===== config.mk =====
export PLATFORM = sky130hd
export DESIGN_NAME = serial_addsub
export DESIGN_NICKNAME = d
export VERILOG_FILES = /design/src/rtl/serial_addsub.sv
export SDC_FILE = /design/constraint.sdc
export NUM_CORES = 1
export LEC_CHECK = 0
export ABC_AREA = 1
export BUFFER_PORTS_ARGS = -buffer_cell sky130_fd_sc_hd__buf_4
export CAP_MARGIN = 10
export CORE_MARGIN = 8
export CORE_UTILIZATION = 25
export CTS_BUF_LIST = sky130_fd_sc_hd__clkbuf_2
export DETAILED_ROUTE_END_ITERATION = 12
export SETUP_SLACK_MARGIN = 0.05
export SLEW_MARGIN = 0
export SYNTH_ARGS = -nofsm -noshare
export SYNTH_HDL_FRONTEND = slang
export SYNTH_SLANG_ARGS = --single-unit

===== constraint.sdc =====
create_clock -name clk -period 5 [get_ports clk]
set_clock_uncertainty 0.2 [all_clocks]
set_input_delay 0.75 -clock clk [delete_from_list [all_inputs] [get_ports clk]]
set_output_delay 0.75 -clock clk [all_outputs]
set_load 0.03 [all_outputs]

===== src/rtl/serial_addsub.sv =====
// rtl/serial_addsub.sv - bit-serial adder/subtractor, one full adder, LSB first, valid/ready handshake
// Optional accumulator operand select under `define SERIAL_ADDSUB_ACCUM_EN (adds input acc_sel).
module serial_addsub #(
  parameter int N = 4
) (
  input  logic         clk,
  input  logic         rst_n,
  input  logic         in_valid,
  output logic         in_ready,
  input  logic [N-1:0] a,
  input  logic [N-1:0] b,
  input  logic         sub,
`ifdef SERIAL_ADDSUB_ACCUM_EN
  input  logic         acc_sel,
`endif
  output logic         out_valid,
  input  logic         out_ready,
  output logic [N-1:0] s,
  output logic         cout,
  output logic         ovf,
  output logic         zero
);

  localparam int IW = (N > 2) ? $clog2(N) : 1;
  localparam logic [IW-1:0] LAST = IW'(N - 1);

  typedef enum logic [1:0] {IDLE, BUSY, DONE} state_t;

  state_t        state_q, state_d;
  logic [N-1:0]  a_q, a_d;
  logic [N-1:0]  b_q, b_d;
  logic          c_q, c_d;
  logic [IW-1:0] idx_q, idx_d;
  logic [N-1:0]  s_q, s_d;
  logic          cout_q, cout_d;
  logic          ovf_q, ovf_d;
  logic          zero_q, zero_d;

  logic [N-1:0]  op_a;
  logic          fa_a, fa_b, fa_sum, fa_c;

  always_ff @(posedge clk or negedge rst_n) begin
    if (!rst_n) begin
      state_q <= IDLE;
      a_q     <= '0;
      b_q     <= '0;
      c_q     <= 1'b0;
      idx_q   <= '0;
      s_q     <= '0;
      cout_q  <= 1'b0;
      ovf_q   <= 1'b0;
      zero_q  <= 1'b1;
    end else begin
      state_q <= state_d;
      a_q     <= a_d;
      b_q     <= b_d;
      c_q     <= c_d;
      idx_q   <= idx_d;
      s_q     <= s_d;
      cout_q  <= cout_d;
      ovf_q   <= ovf_d;
      zero_q  <= zero_d;
    end
  end

  always_comb begin
    state_d = state_q;
    a_d     = a_q;
    b_d     = b_q;
    c_d     = c_q;
    idx_d   = idx_q;
    s_d     = s_q;
    cout_d  = cout_q;
    ovf_d   = ovf_q;
    zero_d  = zero_q;

    op_a = a;
`ifdef SERIAL_ADDSUB_ACCUM_EN
    if (acc_sel) op_a = s_q;
`endif

    // b is stored pre-inverted for subtract, so the adder never sees sub
    fa_a   = a_q[idx_q];
    fa_b   = b_q[idx_q];
    fa_sum = fa_a ^ fa_b ^ c_q;
    fa_c   = (fa_a & fa_b) | (fa_a & c_q) | (fa_b & c_q);

    case (state_q)
      IDLE: begin
        if (in_valid) begin
          state_d = BUSY;
          a_d     = op_a;
          b_d     = b ^ {N{sub}};
          c_d     = sub;
          idx_d   = '0;
        end
      end
      BUSY: begin
        s_d[idx_q] = fa_sum;
        c_d        = fa_c;
        idx_d      = idx_q + IW'(1);
        if (idx_q == LAST) begin
          state_d = DONE;
          idx_d   = '0;
          cout_d  = fa_c;
          ovf_d   = c_q ^ fa_c;
          zero_d  = (s_d == '0);
        end
      end
      DONE: begin
        if (out_ready) state_d = IDLE;
      end
      default: state_d = IDLE;
    endcase
  end

  assign in_ready  = (state_q == IDLE);
  assign out_valid = (state_q == DONE);
  assign s         = s_q;
  assign cout      = cout_q;
  assign ovf       = ovf_q;
  assign zero      = zero_q;

endmodule

==> out/metrics.cfg <==
[outcome]
status=finished, final reports clean

[critical_path]
r2r_slack_ns=2.82
crit_required_ns=5.07
crit_type=flop to flop
cp_slowest_cell=dfrtp_1
r2r_start=idx_q[0]
critPathMaxFanout=11
ff2ff_path_depth=11
crit_chain=inv_1 > nor2_1 > nor2_1 > a21oi_1 > fa_1 > inv_1 > nand2_1 > nand2_1 > nor2_1 > nand3_1 > nand2_1
critPathMaxStageDelay_ns=0.56
r2r-end=zero
start_kind=flop
endpoint_kind=flop
critPathArrivalTime_ns=2.25

[die]
dieArea_um2=6440
start_util=0.258
io_pins=22
die-width_um=80.2
core_area_um2=4000
rows=23
fp.dieH_um=80.2

[logic_synthesis]
yosys.area.top_type=dfrtp_1
synth-main-ff-cell=dfrtp_1
synth_nets=139
syn_inst=121
synth_seq_area_share=0.487
synth-seq-cells=20
synth_cell_types=25
synth-async-reset-ratio=1.00
synthDominantCellAreaShare=0.461
avgSynthCellArea_um2=8.52
netlist_area_um2=1030
synth_edf_count=0
synth_area_leaders=dfrtp_1, nand2_1, o21ai_0
yosys_warnings=0

[power]
p_leak_nw=0.623
swShare=0.473
p_int_uw=424
switchingPower_uw=381
pwr-share-seq=0.371
power_density_nw_per_um2=646
peakVddDrop_uv=204
clockPowerShare=0.083
pwr-share-comb=0.546

[clock_tree]
cts_root_buffer=clkbuf_2
cts_sinks=20
ctsResizeCount=0
ctsHoldBuffers=0
clock_latency_ns=0.31
htree_levels=1
clk_path_buf_depth=2
cts_tree=yes
numCtsBuffers=3
cts_setup_buffers=0
clk_pin_slew_ns=0.19

[placement]
gp_congestion=0.883
dp.cells=189
dp_hpwl_mm=1.64
portBuffers=21

[finish]
fin_nets=162
antenna_cells=0
seqCellArea_um2=502
multi_input_area_um2=453
final_cell_mix=nand2_1, buf_4, dfrtp_1
final_cells=193
drive_gt1_frac=0.217
syn2layout_area_growth_pct=20.9
final_common_cell=nand2_1
fill_cells=447

[global_route]
grt_pass1_vias=853
grt_max_degree=21
grt.total_usage=0.0733
antenna_found_initial=0
overflow=0
grt_pass1_wl_mm=3.79

[timing]
min_period_ns=2.18
setup_viol=0
grt_setup_unrepaired=false
max-slew-margin-rel=0.737
tightest_slew_ns=0.391
hold_viol=0
clock.fmax_ghz=0.459
finalSetupTns_ns=0
drv_slew=0
fin_crit_sh=0.435

[route]
wl_per_cell_um=10.8
firstDrtPassIters=4
wl_met1_mm=1.03
top_layer=met4
drt_iter0_markers=23
wl_met2_um=928
antenna_left=0
drc=0
vias=784
wl_mm=2.08
viasPerCell=4.06
wl_met3_um=108

[min_path]
min_path_type=input port to async pin

[job]
cap_violations=0

flip-flops by register name (all words and copies together), names as in the netlist:
name     count
a_q          4
b_q          4
s            4
idx_q        2
state_q      2
c_q          1
cout         1
ovf          1
zero         1
routing by layer:
layer  vias to the layer above  track usage
met4                         0       0.0164
met5                         -            0
met3                         2       0.0290
met1                       339       0.0887
li1                        425            -
met2                        18        0.119
cell type report:
cell class / instances / area share
Multi-Input combinational cell: 84 / 0.363
Tap cell: 50 / 0.0502
Inverter: 14 / 0.0422
Timing Repair Buffer: 21 / 0.127
Clock buffer: 3 / 0.0120
Clock inverter: 1 / 0.00301
Sequential cell: 20 / 0.403
cell families (layout without fill, tap and decap cells):
kind of cell / after synthesis / count (layout) / share of synthesized area
flip-flops: 20 / 20 / 0.487
adder cells (fa/ha/maj): 5 / 5 / 0.0680
buffers and inverters: 17 / 39 / 0.0740
AO/OA/AOI/OAI: 23 / 23 / 0.131
AND/OR/NAND/NOR: 51 / 51 / 0.198
XOR/XNOR: 5 / 5 / 0.0425
power by group through the flow:
stage,sequential (mW),combinational (mW),clock [mW]
global placement,0.302,0.442,0
finish,0.299,0.440,0.0670
detailed placement,0.305,0.447,0
floorplan,0.337,0.292,0
CTS,0.301,0.448,0.0721
global route,0.315,0.511,0.0802
cell usage after synthesis (2+ instances only):
cell and count:
nand2_1 37, dfrtp_1 19, inv_1 13, o21ai_0 11
nor2_1 10, ha_1 4, xnor2_1 4, a31oi_1 3
a21oi_1 2, o21ai_1 2, o21ai_2 2
worst max path at each step:
| stage | slack, ns | to | start |
|---|---|---|---|
| after global placement | 2.93 | zero | idx_q[0] |
| after CTS | 2.81 | zero | idx_q[0] |
| after detailed placement | 2.85 | zero | idx_q[0] |
| after floorplan | 3.02 | zero | idx_q[0] |
| final | 2.82 | zero | idx_q[0] |
| after global routing | 2.55 | zero | idx_q[0] |
critical path: cells and delay by family (launching register included):
kind                     cells  cell delay (ns)
AND/OR/NAND/NOR              7             0.45
buffers and inverters        2             0.27
AO/OA/AOI/OAI                1             0.18
adder cells (fa/ha/maj)      1             0.47
flip-flops                   1             0.56
per-stage QoR:
stage               hold slack, ns  total power, mW   util  instance area, um^2  worst slack, ns
finish                      0.0716            0.805  0.312                 1250             2.82
global route                0.0327            0.906  0.312                 1250             2.55
CTS                         0.0574            0.821  0.312                 1250             2.81
detailed placement           0.262            0.752  0.307                 1230             2.85
global placement             0.261            0.745  0.307                 1230             2.93
floorplan                    0.244            0.629      -                 1030             3.02
Note: power is estimated with default switching activity, not from simulation.
